`src/rtl/char_stream_arbiter.sv`:
```
// Round-robin arbiter that hands one 8-bit character channel to N valid/ready sources, one message at a time, with a byte cap.
// First byte appears two cycles after a request is seen idle; in_ready follows out_ready combinationally through a one-entry output register.
module char_stream_arbiter #(
    parameter int N      = 4,
    parameter int MAXLEN = 32
) (
    input  logic                 clk,
    input  logic                 rst,
    input  logic [N-1:0]         in_valid,
    output logic [N-1:0]         in_ready,
    input  logic [8*N-1:0]       in_data,
    input  logic [N-1:0]         in_last,
    output logic                 out_valid,
    input  logic                 out_ready,
    output logic [7:0]           out_data,
    output logic                 out_last,
    output logic [$clog2(N)-1:0] out_src,
    output logic                 busy
);
    localparam int PW = $clog2(N);
    localparam int CW = $clog2(MAXLEN + 1);

    typedef enum logic {IDLE, GRANT} state_t;

    state_t        state;
    state_t        state_nxt;
    logic [PW-1:0] g;
    logic [PW-1:0] ptr;
    logic [PW-1:0] sel;
    logic [PW-1:0] cand;
    logic [CW-1:0] cnt;
    logic          any_req;
    logic          g_valid;
    logic          g_last;
    logic [7:0]    g_data;
    logic          space;
    logic          xfer;
    logic          end_msg;

    // Scan downward so the lowest offset from ptr is the last (winning) assignment.
    always_comb begin
        sel     = ptr;
        cand    = ptr;
        any_req = 1'b0;
        for (int i = N - 1; i >= 0; i--) begin
            cand = PW'((int'(ptr) + i) % N);
            if (in_valid[cand]) begin
                sel     = cand;
                any_req = 1'b1;
            end
        end
    end

    always_comb begin
        g_valid = 1'b0;
        g_last  = 1'b0;
        g_data  = 8'h00;
        for (int k = 0; k < N; k++) begin
            if (g == PW'(k)) begin
                g_valid = in_valid[k];
                g_last  = in_last[k];
                g_data  = in_data[8*k +: 8];
            end
        end
    end

    assign space   = !out_valid || out_ready;
    assign xfer    = (state == GRANT) && g_valid && space;
    assign end_msg = g_last || (cnt == CW'(MAXLEN - 1));

    always_ff @(posedge clk or negedge rst) begin
        if (!rst) begin
            state <= IDLE;
        end else begin
            state <= state_nxt;
        end
    end

    always_comb begin
        state_nxt = state;
        case (state)
            IDLE:    if (any_req) state_nxt = GRANT;
            GRANT:   if (xfer && end_msg) state_nxt = IDLE;
            default: state_nxt = IDLE;
        endcase
    end

    always_comb begin
        in_ready = '0;
        busy     = (state == GRANT);
        if (state == GRANT) begin
            for (int k = 0; k < N; k++) begin
                if (g == PW'(k)) in_ready[k] = space;
            end
        end
    end

    always_ff @(posedge clk or negedge rst) begin
        if (!rst) begin
            g         <= '0;
            ptr       <= '0;
            cnt       <= '0;
            out_valid <= 1'b0;
            out_data  <= 8'h00;
            out_last  <= 1'b0;
            out_src   <= '0;
        end else begin
            if (state == IDLE && any_req) begin
                g   <= sel;
                cnt <= '0;
            end
            if (xfer) begin
                cnt       <= cnt + 1'b1;
                out_valid <= 1'b1;
                out_data  <= g_data;
                out_last  <= end_msg;
                out_src   <= g;
                if (end_msg) ptr <= (g == PW'(N - 1)) ? '0 : g + 1'b1;
            end else if (out_ready) begin
                out_valid <= 1'b0;
            end
        end
    end
endmodule

```
`config.mk`:
```
export PLATFORM = sky130hd
export DESIGN_NAME = char_stream_arbiter
export DESIGN_NICKNAME = d
export VERILOG_FILES = /design/src/rtl/char_stream_arbiter.sv
export SDC_FILE = /design/constraint.sdc
export NUM_CORES = 1
export LEC_CHECK = 0
export ABC_AREA = 1
export CAP_MARGIN = 30
export CORE_MARGIN = 10
export CORE_UTILIZATION = 41
export CTS_BUF_LIST = sky130_fd_sc_hd__clkbuf_8
export CTS_CLUSTER_SIZE = 28
export DETAILED_ROUTE_END_ITERATION = 7
export PLACE_DENSITY = 0.78
export REMOVE_ABC_BUFFERS = 1
export SLEW_MARGIN = 10
export SYNTH_ARGS = -nofsm -noshare
export SYNTH_HDL_FRONTEND = slang
export SYNTH_SLANG_ARGS = --single-unit
```
`constraint.sdc`:
```
create_clock -name clk -period 1.7 [get_ports clk]
set_input_delay 0.34 -clock clk [delete_from_list [all_inputs] [get_ports clk]]
set_output_delay 0.34 -clock clk [all_outputs]
set_load 0.1 [all_outputs]
```
==> out/summary.txt <==
Seq/Total Area, Yosys -> 35.5%
vias per cell -> 5.37
Antenna Nets Post-Route -> 0
max-cap violation count -> 0
row count -> 22
relative slew slack -> 76.6%
r2r worst-path depth -> 13
Clk pin slew, worst setup/hold paths -> 90 ps
total number of vias -> 1,998
failing checks -> setup timing
Die X -> 82.8 µm
placed cell count -> 356
final max-slew violation count -> 0
WL per Instance -> 18.5 µm
TNS Setup -> -4030 ps
warning count from the yosys run -> 0
clock power share -> 5.3%
crit-path max FO -> 7
Final Cell Area -> 3070 µm²
synth top area cells -> dfrtp_1, nand2_1, nand3_1
Seq cells post-synth -> 23
pwr dens -> 2200 nW/µm²
Cells after Synth -> 228
status -> finished, violations left
Core Area -> 3740 µm²
largest net degree at the start of global routing -> 24
synthesized cell area -> 1620 µm²
Synth top area share -> 35.5%
share of layout cells above drive strength 1 -> 39.8%
Initial Util -> 43.2%
Sw Share -> 54.3%
f_max -> 0.526 GHz
Post-synth top cells -> nand2_1, dfrtp_1, nand3_1
global-route wire length before repair -> 10,100 µm
VDD IR max -> 0.00141 V
Crit Path Category -> register to register
ANT cells -> 0
H-Tree Depth -> 1
P_int -> 3.08 mW
Syn Area/Cell -> 7.10 µm²
Routed WL -> 6890 µm
post-synth top area cell -> dfrtp_1
count leader, synth -> nand2_1
Worst Setup Start Kind -> register
post-DP HPWL -> 4250 µm
Die Y -> 82.8 µm
final setup fails -> 26
worst setup path startpoint -> g[1]
final hold violations -> 0
vias in the first global route -> 2,054
crit path cell chain -> inv_2 > ha_4 > inv_4 > nor2_4 > nand2_1 > o21ai_2 > nand2_2 > a21oi_4 > nand2_4 > buf_12 > clkinv_8 > nand3_2 > nand2_1
post-synthesis async set-or-reset flop share -> 100%
Clock Sinks -> 23
Pre-antenna DRT Iters -> 4
total grt overflow -> 0
Port Buffer Count -> 59
CP dominant cell by count -> nand2_1
CTS Root Buffer Type -> clkbuf_8
Num CTS Buffers -> 3
Yosys cell types -> 27
GPL Wtd Cong -> 0.860
Clock Tree Buf Depth -> 2
Least-Margin Pin Slew -> 347 ps
main flop type after synthesis -> dfrtp_1
TritonCTS clock tree -> yes
fin nets -> 373
data required time of the worst path -> 1910 ps
setup clock skew after layout -> 10.7 ps
Total Power -> 6.73 mW
CP max stage delay -> 420 ps
Residual DRC -> 0
slowest CP cell -> dfrtp_1
Non-Filler Instances -> 372
P_leak -> 1.44 nW
RSZ-0062 raised after global routing -> true
NetSw -> 3.66 mW
Hold Crit Class -> input pin to asynchronous set/reset pin
die area -> 6860 µm²
clock latency on the worst-skew pair -> 280 ps
initial antenna violation count -> 0
Seq pwr share -> 15.6%
IO Count -> 60
setup ws final -> -203 ps
placed cell areas -> 2610 µm²
DRT iter0 DRCs -> 122
combinational power share -> 79.1%
R2R Path Start -> g[1]
Worst Path Arrival -> 2120 ps
Area Growth Syn to Fin -> 89.3%
crit end category -> register
number of synthesized flops with an enable pin -> 0
min Tclk post-route -> 1900 ps
hold buffer count at CTS -> 0
total track usage -> 17.7%
ratio of final minimum period to clock period -> 112%
[placed cells by master (no fill, tap or decap), drive strengths merged]
| master | count |
|---|---|
| nand2 | 84 |
| buf | 58 |
| clkdlybuf4s50 | 42 |
| dfrtp | 23 |
| inv | 22 |
| a21oi | 20 |
| nand3 | 20 |
| nor2 | 15 |
| o21ai | 13 |
| mux2i | 8 |
| ha | 5 |
| nor3 | 4 |
| clkbuf | 3 |
| or2 | 3 |
| o211ai | 1 |
| clkinv | 1 |
| xnor2 | 1 |
| nand4 | 1 |
[per-layer routing]
layer | GRT usage, % | share of wire, % | up-vias | routed length (µm)
met3 | 4.69 | 6.4 | 27 | 441
met4 | 7.85 | 4.2 | 0 | 290
li1 | - | - | 926 | -
met5 | 0 | 0 | - | 0
met2 | 31.6 | 50 | 106 | 3450
met1 | 18.9 | 39 | 939 | 2710
[sequential cells by signal, indices dropped and copies added (netlist names)]
signal     cells
busy           1
cnt            6
out_src        2
ptr            2
out_valid      1
out_last       1
out_data       8
g              2
[repair_timing]
action,4_1_cts,5_1_grt
cloned,1,0
resized for setup,51,31
buffers inserted,10,3
setup endpoints to repair,25,27
pin swaps,18,18
[cell type report]
| class | instances | area, µm² |
|---|---|---|
| Inverter | 22 | 108 |
| Fill cell | 217 | 678 |
| Tap cell | 48 | 60.1 |
| Clock buffer | 3 | 41.3 |
| Sequential cell | 23 | 579 |
| Multi-Input combinational cell | 175 | 1140 |
| Timing Repair Buffer | 100 | 1140 |
| Clock inverter | 1 | 3.75 |
[critical path, delay by kind of cell, from the launching register on]
| family | cells | cell delay [ps] |
|---|---|---|
| AND/OR/NAND/NOR | 6 | 540 |
| buffers and inverters | 4 | 440 |
| flip-flops | 1 | 420 |
| AO/OA/AOI/OAI | 2 | 260 |
| adder cells (fa/ha/maj) | 1 | 170 |
[kinds of logic (layout without fill, tap and decap cells)]
group	after synthesis	count (layout)	share of synthesized area [%]
simple gates	127	127	32.8
compound gates	34	34	13.2
buf+inv	30	126	9.04
flops	23	23	35.5
mux	8	8	4.95
fa+ha+maj	5	5	3.86
xor+xnor	1	1	0.541
[power by group through the flow]
| stage | sequential [mW] | combinational (mW) | clock [mW] |
|---|---|---|---|
| floorplan | 1.82 | 1.67 | 0 |
| global placement | 0.987 | 4.19 | 0 |
| detailed placement | 0.988 | 4.27 | 0 |
| CTS | 1.01 | 4.86 | 0.343 |
| global route | 1.07 | 5.61 | 0.377 |
| finish | 1.05 | 5.33 | 0.356 |
[worst paths after layout]
kind                           to  slack (ps)
min                          g[1]         410
min reg2reg                cnt[3]         550
max in group asynchronous    g[0]        1020
max                        cnt[4]        -200
min in group clk           cnt[3]         550
max reg2reg                cnt[4]        -200
[per-stage QoR]
stage / hold slack (ps) / setup slack (ps) / util [%]
after global placement: 495 / -101 / 69.8
final: 411 / -203 / 81.9
after CTS: 428 / -93.3 / 78.6
after global routing: 435 / -258 / 81.9
after detailed placement: 514 / -138 / 69.8
after floorplan: 44.4 / -1930 / -
No activity file was read; power rests on OpenSTA's default activity.
